<file path="src/rtl/matmul_pkg.sv">
// Shared types and default widths for the matmul index sequencer.
package matmul_pkg;

  localparam int DEF_DATA_WIDTH = 8;
  localparam int DEF_ADDR_WIDTH = 16;

  typedef enum logic [1:0] {
    IDLE = 2'd0,
    RUN  = 2'd1,
    DONE = 2'd2
  } state_e;

endpackage

</file>
<file path="src/rtl/matmul_index_gen_if.sv">
// Beat bus between the index sequencer (master) and the MAC datapath (slave).
interface matmul_index_gen_if import matmul_pkg::*; #(
  parameter int DATA_WIDTH = DEF_DATA_WIDTH,
  parameter int ADDR_WIDTH = DEF_ADDR_WIDTH
);

  logic                  valid;
  logic                  ready;
  logic [ADDR_WIDTH-1:0] addr_a;
  logic [ADDR_WIDTH-1:0] addr_b;
  logic [ADDR_WIDTH-1:0] addr_c;
  logic [DATA_WIDTH-1:0] idx_i;
  logic [DATA_WIDTH-1:0] idx_j;
  logic [DATA_WIDTH-1:0] idx_k;
  logic                  first_k;
  logic                  last_k;

  modport master (
    output valid, addr_a, addr_b, addr_c, idx_i, idx_j, idx_k, first_k, last_k,
    input  ready
  );

  modport slave (
    input  valid, addr_a, addr_b, addr_c, idx_i, idx_j, idx_k, first_k, last_k,
    output ready
  );

endinterface

</file>
<file path="src/rtl/wrap_counter.sv">
// Loop index register: clear, increment, wrap to zero after reaching limit.
module wrap_counter #(
  parameter int DATA_WIDTH = 8
) (
  input  logic                  clk,
  input  logic                  rst_n,
  input  logic                  clr,
  input  logic                  inc,
  input  logic [DATA_WIDTH-1:0] limit,
  output logic [DATA_WIDTH-1:0] count,
  output logic                  wrap
);

  // wrap means the next increment rolls over; used as carry into the outer loop
  assign wrap = (count == limit);

  // clear wins over increment so a fresh run always starts at zero
  always_ff @(posedge clk) begin
    if (!rst_n)   count <= '0;
    else if (clr) count <= '0;
    else if (inc) count <= wrap ? '0 : count + 1'b1;
  end

endmodule

</file>
<file path="src/rtl/matmul_index_gen.sv">
// Loop-nest sequencer: walks i/j/k (k innermost) and issues A/B/C address
// beats. Every output is a flop; the beat after the current one is
// precomputed from the current indices and offset accumulators.
module matmul_index_gen import matmul_pkg::*; #(
  parameter int DATA_WIDTH = DEF_DATA_WIDTH,
  parameter int ADDR_WIDTH = DEF_ADDR_WIDTH
) (
  input  logic                  clk,
  input  logic                  rst_n,
  input  logic                  start,
  input  logic [DATA_WIDTH-1:0] dim_m,
  input  logic [DATA_WIDTH-1:0] dim_n,
  input  logic [DATA_WIDTH-1:0] dim_p,
  input  logic [ADDR_WIDTH-1:0] base_a,
  input  logic [ADDR_WIDTH-1:0] base_b,
  input  logic [ADDR_WIDTH-1:0] base_c,
  output logic                  busy,
  output logic                  done,
  matmul_index_gen_if.master    bus
);

  localparam logic [DATA_WIDTH-1:0] ONE = DATA_WIDTH'(1);

  state_e state, state_nxt;

  logic [DATA_WIDTH-1:0] m_q, n_q, p_q;
  logic [ADDR_WIDTH-1:0] ba_q, bb_q, bc_q;
  logic [ADDR_WIDTH-1:0] off_in, off_ip, off_kp;  // i*N, i*P, k*P
  logic [ADDR_WIDTH-1:0] off_in_nxt, off_ip_nxt, off_kp_nxt;
  logic [ADDR_WIDTH-1:0] n_ext, p_ext;
  logic [DATA_WIDTH-1:0] i_cnt, j_cnt, k_cnt;
  logic [DATA_WIDTH-1:0] i_lim, j_lim, k_lim;
  logic [DATA_WIDTH-1:0] j_nxt, k_nxt;
  logic                  i_wrap, j_wrap, k_wrap;
  logic                  load, xfer, any_zero, last_beat, last_k_nxt;

  assign load      = (state == IDLE) && start;
  assign any_zero  = (dim_m == '0) || (dim_n == '0) || (dim_p == '0);
  assign xfer      = (state == RUN) && bus.valid && bus.ready;
  assign last_beat = i_wrap && j_wrap && k_wrap;

  assign i_lim = m_q - ONE;
  assign j_lim = p_q - ONE;
  assign k_lim = n_q - ONE;
  assign n_ext = ADDR_WIDTH'(n_q);
  assign p_ext = ADDR_WIDTH'(p_q);

  // Carry chain: k steps every transfer, j on k wrap, i on j and k wrap.
  wrap_counter #(.DATA_WIDTH(DATA_WIDTH)) u_cnt_k (
    .clk(clk), .rst_n(rst_n), .clr(load), .inc(xfer),
    .limit(k_lim), .count(k_cnt), .wrap(k_wrap)
  );
  wrap_counter #(.DATA_WIDTH(DATA_WIDTH)) u_cnt_j (
    .clk(clk), .rst_n(rst_n), .clr(load), .inc(xfer && k_wrap),
    .limit(j_lim), .count(j_cnt), .wrap(j_wrap)
  );
  wrap_counter #(.DATA_WIDTH(DATA_WIDTH)) u_cnt_i (
    .clk(clk), .rst_n(rst_n), .clr(load), .inc(xfer && k_wrap && j_wrap),
    .limit(i_lim), .count(i_cnt), .wrap(i_wrap)
  );

  assign bus.idx_i = i_cnt;
  assign bus.idx_j = j_cnt;
  assign bus.idx_k = k_cnt;

  // State register
  always_ff @(posedge clk) begin
    if (!rst_n) state <= IDLE;
    else        state <= state_nxt;
  end

  // Next state: zero-sized runs skip straight to DONE; the last transfer ends RUN
  always_comb begin
    state_nxt = state;
    case (state)
      IDLE:    if (start) state_nxt = any_zero ? DONE : RUN;
      RUN:     if (xfer && last_beat) state_nxt = DONE;
      DONE:    state_nxt = IDLE;
      default: state_nxt = IDLE;
    endcase
  end

  // Precompute the following beat's indices and running offsets
  always_comb begin
    k_nxt      = k_wrap ? '0 : k_cnt + ONE;
    j_nxt      = k_wrap ? (j_wrap ? '0 : j_cnt + ONE) : j_cnt;
    off_kp_nxt = k_wrap ? '0 : off_kp + p_ext;
    off_in_nxt = (k_wrap && j_wrap) ? off_in + n_ext : off_in;
    off_ip_nxt = (k_wrap && j_wrap) ? off_ip + p_ext : off_ip;
    last_k_nxt = k_wrap ? (n_q == ONE) : (k_cnt + ONE == k_lim);
  end

  // Registered beat outputs: load on start, advance only on a transfer
  always_ff @(posedge clk) begin
    if (!rst_n) begin
      bus.valid   <= 1'b0;
      busy        <= 1'b0;
      done        <= 1'b0;
      bus.first_k <= 1'b0;
      bus.last_k  <= 1'b0;
      bus.addr_a  <= '0;
      bus.addr_b  <= '0;
      bus.addr_c  <= '0;
      m_q         <= '0;
      n_q         <= '0;
      p_q         <= '0;
      ba_q        <= '0;
      bb_q        <= '0;
      bc_q        <= '0;
      off_in      <= '0;
      off_ip      <= '0;
      off_kp      <= '0;
    end else begin
      bus.valid <= (state_nxt == RUN);
      busy      <= (state_nxt != IDLE);
      done      <= (state_nxt == DONE);
      if (load) begin
        m_q         <= dim_m;
        n_q         <= dim_n;
        p_q         <= dim_p;
        ba_q        <= base_a;
        bb_q        <= base_b;
        bc_q        <= base_c;
        off_in      <= '0;
        off_ip      <= '0;
        off_kp      <= '0;
        bus.addr_a  <= base_a;
        bus.addr_b  <= base_b;
        bus.addr_c  <= base_c;
        bus.first_k <= 1'b1;
        bus.last_k  <= (dim_n == ONE);
      end else if (xfer) begin
        off_in      <= off_in_nxt;
        off_ip      <= off_ip_nxt;
        off_kp      <= off_kp_nxt;
        bus.addr_a  <= ba_q + off_in_nxt + ADDR_WIDTH'(k_nxt);
        bus.addr_b  <= bb_q + off_kp_nxt + ADDR_WIDTH'(j_nxt);
        bus.addr_c  <= bc_q + off_ip_nxt + ADDR_WIDTH'(j_nxt);
        bus.first_k <= k_wrap;
        bus.last_k  <= last_k_nxt;
      end
    end
  end

endmodule

</file>
<file path="src/flat_wrapper.sv">
// flat-port wrapper written by rule: the top's interface ports become plain ports
module matmul_index_gen_flat import matmul_pkg::*;
#(
  parameter int DATA_WIDTH = DEF_DATA_WIDTH,
  parameter int ADDR_WIDTH = DEF_ADDR_WIDTH
)
  (clk, rst_n, start, dim_m, dim_n, dim_p, base_a, base_b, base_c, busy, done, bus_valid, bus_addr_a, bus_addr_b, bus_addr_c, bus_idx_i, bus_idx_j, bus_idx_k, bus_first_k, bus_last_k, bus_ready);
  matmul_index_gen_if #(.DATA_WIDTH(DATA_WIDTH), .ADDR_WIDTH(ADDR_WIDTH)) bus_i ();
  input  logic clk;
  input  logic rst_n;
  input  logic start;
  input  logic [DATA_WIDTH-1:0] dim_m;
  input  logic [DATA_WIDTH-1:0] dim_n;
  input  logic [DATA_WIDTH-1:0] dim_p;
  input  logic [ADDR_WIDTH-1:0] base_a;
  input  logic [ADDR_WIDTH-1:0] base_b;
  input  logic [ADDR_WIDTH-1:0] base_c;
  output logic busy;
  output logic done;
  output wire logic [$bits(bus_i.valid)-1:0] bus_valid;
  output wire logic [$bits(bus_i.addr_a)-1:0] bus_addr_a;
  output wire logic [$bits(bus_i.addr_b)-1:0] bus_addr_b;
  output wire logic [$bits(bus_i.addr_c)-1:0] bus_addr_c;
  output wire logic [$bits(bus_i.idx_i)-1:0] bus_idx_i;
  output wire logic [$bits(bus_i.idx_j)-1:0] bus_idx_j;
  output wire logic [$bits(bus_i.idx_k)-1:0] bus_idx_k;
  output wire logic [$bits(bus_i.first_k)-1:0] bus_first_k;
  output wire logic [$bits(bus_i.last_k)-1:0] bus_last_k;
  input wire logic [$bits(bus_i.ready)-1:0] bus_ready;
  assign bus_valid = bus_i.valid;
  assign bus_addr_a = bus_i.addr_a;
  assign bus_addr_b = bus_i.addr_b;
  assign bus_addr_c = bus_i.addr_c;
  assign bus_idx_i = bus_i.idx_i;
  assign bus_idx_j = bus_i.idx_j;
  assign bus_idx_k = bus_i.idx_k;
  assign bus_first_k = bus_i.first_k;
  assign bus_last_k = bus_i.last_k;
  assign bus_i.ready = bus_ready;
  matmul_index_gen #(.DATA_WIDTH(DATA_WIDTH), .ADDR_WIDTH(ADDR_WIDTH)) u_core (.clk(clk), .rst_n(rst_n), .start(start), .dim_m(dim_m), .dim_n(dim_n), .dim_p(dim_p), .base_a(base_a), .base_b(base_b), .base_c(base_c), .busy(busy), .done(done), .bus(bus_i));
endmodule
</file>
<file path="config.mk">
export PLATFORM = sky130hd
export DESIGN_NAME = matmul_index_gen_flat
export DESIGN_NICKNAME = d
export VERILOG_FILES = /design/src/rtl/matmul_pkg.sv /design/src/rtl/matmul_index_gen_if.sv /design/src/rtl/wrap_counter.sv /design/src/rtl/matmul_index_gen.sv /design/src/flat_wrapper.sv
export SDC_FILE = /design/constraint.sdc
export NUM_CORES = 1
export LEC_CHECK = 0
export ABC_AREA = 1
export BUFFER_PORTS_ARGS = -buffer_cell sky130_fd_sc_hd__buf_2
export CORE_MARGIN = 1
export CORE_UTILIZATION = 55
export CTS_BUF_LIST = sky130_fd_sc_hd__clkbuf_8
export DETAILED_ROUTE_END_ITERATION = 8
export MAX_ROUTING_LAYER = met4
export PLACE_DENSITY = 0.83
export SLEW_MARGIN = 20
export SYNTH_ARGS = -nofsm -noshare
export SYNTH_HDL_FRONTEND = slang
export SYNTH_SLANG_ARGS = --single-unit
</file>
<file path="constraint.sdc">
create_clock -name clk -period 4.3 [get_ports clk]
set_clock_uncertainty 0.05 [all_clocks]
set_input_delay 0.86 -clock clk [delete_from_list [all_inputs] [get_ports clk]]
set_output_delay 0.86 -clock clk [all_outputs]
set_load 0.01 [all_outputs]
</file>
=== Word level (Yosys, flattened, before mapping) ===
Index checks and enable logic that the tools add are counted.

* RAM bits: 0
* Memories: 0
* Word-level logic and storage cells: 86
* Bits in registers: 199
* Output and inout bits: 77
* Input port bits: 76
* Bits in latches: 0
* Memory bits (read-only): 0

* $lt $le $gt $ge: 0
* Divide/modulo/power cells: 0
* Reductions and logical operators: 18
* $add $sub $neg: 15
* $mul: 0
* Bitwise logic cells: 1
* Mux-type cells: 22
* Equal/unequal tests: 9
* Shifts and indexed selects: 0

{| class="wikitable"
|+ Operators with widths
! operator !! count
|-
| two-way mux 16 bit || 9
|-
| adder 16 x 8 -> 16 bit || 6
|-
| adder 16 bit || 3
|-
| == test 8 bit || 4
|-
| two-way mux 8 bit || 4
|-
| adder 8 x 1 -> 8 bit, second input constant || 3
|-
| logical NOT 8 bit || 3
|-
| subtractor 8 x 1 -> 8 bit, second input constant || 3
|-
| == test 8 x 1 -> 1 bit, second input constant || 2
|-
| logical AND 1 bit || 9
|-
| two-way mux 2 bit || 3
|-
| two-way mux 1 bit || 5
|-
| == test 2 x 1 -> 1 bit, second input constant || 2
|-
| case mux 2 bit (2 select lines) || 1
|-
| nonzero test 2 bit || 2
|-
| == test 2 bit, second input constant || 1
|-
| logical NOT 2 bit || 1
|-
| logical OR 1 bit || 2
|-
| OR reduction 2 bit || 1
|-
| NOT 1 bit || 1
|}

=== Depth between registers and ports, before layout ===
* Depth in word-level cells: 8
* Mapped depth: 30
* Depth with buffers taken out: 30

=== By module ===
From an unflattened synthesis, not the netlist that was laid out.

* Cell total of the unflattened synthesis: 1981
* Area total of the unflattened synthesis: 13540.5 um2

{| class="wikitable"
|+ Modules (own cells, without submodules)
! module !! area an instance (um2) !! instances !! sequential area each (um2) !! cells an instance
|-
| matmul_index_gen || 11979.0 || 1 || 3503.4 || 1729
|-
| wrap_counter || 520.5 || 3 || 160.2 || 84
|}

=== Least setup slack after synthesis ===
No wires, ideal clock.

* Kind: reg2reg
* Start point: register u_core.p_q[1]
* End point: register u_core.bus.addr_c[14]
* Data arrival time: 4040 ps
* Required time: 4116 ps
* Clock period less this slack: 4224 ps
* Cell stages (with the launch flop): 26
* Setup slack: 76 ps
* Buffers on the path: 2
* Setup time: 134 ps
* Cells stage by stage: dfxtp_1 -> inv_1 -> ha_1 -> xor2_1 -> nand3_1 -> nor2_1 -> nand3_1 -> nor2_8 -> nand3_4 -> clkinv_2 -> buf_2 -> buf_2 -> o21ai_0 -> fa_1 -> inv_1 -> ha_1 -> a21oi_1 -> o21ai_0 -> nand2_1 -> nand4_1 -> nand2_1 -> nand2_1 -> a21oi_1 -> or2_2 -> nand3_1 -> a31oi_1

* Cells in the longest elaborated chain, start to end: 8
* Elaborated cells between the ends (all ways): 11
* Those cells by class: add/sub (4); eq/ne (1); mux (5); reduce/logical (1)

{| class="wikitable"
|+ RTL lines
! what !! line !! text
|-
| start, declared || matmul_index_gen.sv:26 || <nowiki>logic [DATA_WIDTH-1:0] m_q, n_q, p_q;</nowiki>
|-
| start signal, assigned || matmul_index_gen.sv:120 || <nowiki>p_q <= dim_p;</nowiki>
|-
| subtractor 8 x 1 -> 8 bit || matmul_index_gen.sv:43 || <nowiki>assign j_lim = p_q - ONE;</nowiki>
|-
| == test 8 bit || wrap_counter.sv:15 || <nowiki>assign wrap = (count == limit);</nowiki>
|-
| logical AND 1 bit || matmul_index_gen.sv:89 || <nowiki>off_ip_nxt = (k_wrap && j_wrap) ? off_ip + p_ext : off_ip;</nowiki>
|-
| two-way mux 16 bit || matmul_index_gen.sv:89 ||
|-
| adder 16 bit || matmul_index_gen.sv:138 || <nowiki>bus.addr_c <= bc_q + off_ip_nxt + ADDR_WIDTH'(j_nxt);</nowiki>
|-
| adder 16 x 8 -> 16 bit * || matmul_index_gen.sv:138 ||
|-
| two-way mux 16 bit * || matmul_index_gen.sv:132 || <nowiki>end else if (xfer) begin</nowiki>
|-
| two-way mux 16 bit * || matmul_index_gen.sv:117 || <nowiki>if (load) begin</nowiki>
|-
| end signal, assigned || matmul_index_gen.sv:129 || <nowiki>bus.addr_c <= base_c;</nowiki>
|-
| end signal, assigned || matmul_index_gen.sv:138 ||
|-
| end, declared || matmul_index_gen_if.sv:19 || <nowiki>output valid, addr_a, addr_b, addr_c, idx_i, idx_j, idx_k, first_k, last_k,</nowiki>
|}

Mark *: on every way between the ends. The rest lies on a longest branch, timed or not. The select of a mux whose other input is x is not followed.
A chain may end at the register's enable or synchronous reset.

=== Worst setup path in the final report ===
* Start point: register u_core.p_q[0]
* End point: register u_core.bus.addr_c[14]

Same word-level chain as after synthesis.

==> results.json <==
{
  "status": "finished clean",
  "rsz0062_at_grt": "true",
  "yosysTopAreaCell": "dfxtp_1",
  "dp_hpwl_um": 27800,
  "grt_util_all_layers_pct": 32.1,
  "fin_util_pct": 67.2,
  "p_per_area_nw_per_um2": 268,
  "fp-row-count": 56,
  "hold_violations": 0,
  "h-tree-depth": 4,
  "fp.dieArea_um2": 24500,
  "fin_nets": 2260,
  "synth_area_um2": 13100,
  "crit_path_end_kind": "register",
  "first_pass_iters": 6,
  "tritoncts": "done",
  "synth_top_flop_cell": "dfxtp_1",
  "relSlewSlack_pct": 31.2,
  "drv_slew": 0,
  "synth_area_leaders": "dfxtp_1, nand2_1, ha_1",
  "whs_ns": 0.431,
  "final_area_um2": 15800,
  "ctsHoldBuffers": 0,
  "p_sw_mw": 1.41,
  "syn_inst": 1878,
  "p_int_mw": 2.82,
  "syn-num-nets": 2078,
  "gp_congestion": 0.952,
  "grt_overflow": 0,
  "cts.sinks": 199,
  "place_area_um2": 14500,
  "synth.most_common_cell": "nand2_1",
  "cpPeakStageDelay_ns": 0.55,
  "clk_latency_ns": 0.49,
  "synth_warnings": 0,
  "synth_edf_count": 0,
  "p_comb_share_pct": 22.3,
  "antenna_found_initial": 1,
  "area_growth_pct": 20.0,
  "syn_avg_cell_area_um2": 7.00,
  "drc": 0,
  "initial_utilization_pct": 56.0,
  "grt_pass1_vias": 12300,
  "netSwitchingFraction_pct": 33.4,
  "via_per_inst": 5.68,
  "seq_power_share_pct": 48.0,
  "synth_common_cells": "nand2_1, inv_1, dfxtp_1",
  "yosysTopAreaCellShare_pct": 30.3,
  "maxCapViolations": 0,
  "arrival_ns": 4.49,
  "ir_worst_vdd_mv": 0.188,
  "drtIter0Drc": 1408,
  "die_x_um": 157,
  "die_h_um": 157,
  "pre_cts_ws_ns": -0.0585,
  "layout-drive-gt1-share_pct": 21.5,
  "worstHoldPathType": "reg2reg",
  "finalCriticalPeriod_ns": 4.20,
  "seq_area_frac_synth_pct": 30.3,
  "grt_pass1_wl_um": 60300,
  "synth_cell_types": 49,
  "cts_made_buffers": 17,
  "cp_max_fo": 4,
  "worst_slack_ns": 0.101,
  "p_total_mw": 4.23,
  "final_antenna_net_count": 0,
  "period_share_pct": 97.6,
  "timing.critical_path.cells": "buf_4 > ha_1 > fa_2 > a21oi_2 > o21bai_2 > a21oi_1 > o21bai_1 > xor2_1 > o21ai_2 > fa_1 > inv_1 > ha_4 > nand2_4 > o21ai_2 > nand2_1 > nand4_1 > nand2_1 > nand2_1 > a21oi_2 > or2_2 > nand3_1 > a31oi_1",
  "worstSetupPathType": "reg2reg",
  "start_kind": "register",
  "crit_path_top_delay_cell": "fa_1",
  "pwr-share-clk_pct": 29.7,
  "pin_count": 153,
  "worst_slew_pin_slew_ns": 1.03,
  "crit_top_cell": "nand2_1",
  "clockRootBuffer": "clkbuf_8",
  "crit_required_ns": 4.59,
  "wl_per_cell_um": 16.5,
  "fmax_mhz": 238,
  "setup_violations": 0,
  "vias": 13600,
  "port_buffers": 152,
  "p_leak_nw": 7.36,
  "synthArstFlopShare_pct": 0,
  "grt_start_max_net_pins": 96,
  "routed_wl_um": 39400,
  "coreArea_um2": 23500,
  "clk_path_buf_depth": 2,
  "ys_seq_elements": 199,
  "path_clk_slew_ns": 0.10
}
-- what timing repair did --
item,in CTS,in global routing
buffers inserted,3,16
cloned,0,0
resized for setup,11,161
setup endpoints to repair,6,33
pin swaps,1,54
-- metal layers --
layer	track usage (%)	part of all wire, %
met1	41.9	44
met3	5.10	8.5
met2	51.6	45
met5	-	0
met4	8.92	2.5
-- cell type report --
cell class,instances,area [um2]
clock inverters,13,138
fillers,1961,7700
multi-input cells,1368,8640
clock buffers,19,262
repair buffers,235,1440
diodes,2,5.00
inverters,239,902
flip-flops and latches,199,4000
well taps,319,399
-- path summary, 6_finish.rpt --
kind,from,endpoint,slack (ns),cells after the start
worst max-delay path,u_core.p_q[0]$_SDFFE_PN0P_,u_core.bus.addr_c[14]$_SDFFE_PN0P_,0.10,22
worst min-delay path,u_core.bus.addr_c[2]$_SDFFE_PN0P_,u_core.bus.addr_c[2]$_SDFFE_PN0P_,0.43,2
worst max register to register,u_core.p_q[0]$_SDFFE_PN0P_,u_core.bus.addr_c[14]$_SDFFE_PN0P_,0.10,22
worst min register to register,u_core.bus.addr_c[2]$_SDFFE_PN0P_,u_core.bus.addr_c[2]$_SDFFE_PN0P_,0.43,2
-- cell usage in the layout, fill, tap and decap left out, types with 7 or more instances in the layout --
cell type,instances
fa_1,24
a31oi_1,49
inv_2,17
dfxtp_1,188
nand2_2,17
nor3_1,25
buf_4,76
a211oi_1,7
o22ai_1,22
nand3_1,93
nor2_4,8
a21oi_1,167
nand4_1,15
nor2_2,11
or2_2,18
o21ai_1,11
xnor2_1,27
a21oi_2,17
o21ai_2,14
ha_1,66
buf_2,152
dfxtp_2,11
nor2_1,107
ha_4,23
o21ai_0,161
nand2_1,366
xor2_1,37
inv_1,221
clkbuf_8,19
-- sequential cells by signal, indices dropped and copies added, names as in the netlist --
name / count
u_core.u_cnt_i.count: 8
u_core.busy: 1
u_core.bb_q: 16
u_core.p_q: 8
u_core.state: 2
u_core.bus.addr_c: 16
u_core.bus.valid: 1
u_core.done: 1
u_core.bus.addr_a: 16
u_core.off_kp: 16
u_core.n_q: 8
u_core.u_cnt_k.count: 8
u_core.off_ip: 16
u_core.bus.first_k: 1
u_core.bus.addr_b: 16
u_core.u_cnt_j.count: 8
u_core.ba_q: 16
u_core.bc_q: 16
u_core.off_in: 16
u_core.bus.last_k: 1
u_core.m_q: 8
-- power groups by stage --
stage	logic (mW)	clock network, mW	registers [mW]
floorplan	0.549	0	2.06
global placement	0.829	0	2.06
detailed placement	0.851	0	2.06
CTS	0.859	1.26	2.02
global route	1.05	1.34	2.04
finish	0.943	1.26	2.03
-- worst max-delay path: cells and delay by family (launching register included) --
family | cells | cell delay [ns]
XOR/XNOR | 1 | 0.27
AO/OA/AOI/OAI | 8 | 0.94
flip-flops | 1 | 0.34
AND/OR/NAND/NOR | 7 | 0.74
buffers and inverters | 2 | 0.22
adder cells (fa/ha/maj) | 4 | 1.50
-- kinds of logic (layout without fill, tap and decap cells) --
group / Yosys count / in the layout / share of synthesized area [%]
AOI/OAI and AO/OA: 479 / 479 / 19.7
xor gates and xnor gates: 67 / 67 / 4.46
adders and majority gates: 124 / 124 / 13.5
buffers and inverters: 311 / 506 / 9.01
DFF: 199 / 199 / 30.3
other: 0 / 2 / 0
and+or+nand+nor: 698 / 698 / 23.0
-- through the flow --
step                      setup TNS (ns)  std cells
after global placement                 0       2341
final                                  0       2394
after global routing              -0.530       2393
after CTS                              0       2376
after detailed placement         -0.0585       2341
after floorplan                        0       1878
No activity file was read; power rests on OpenSTA's default activity.
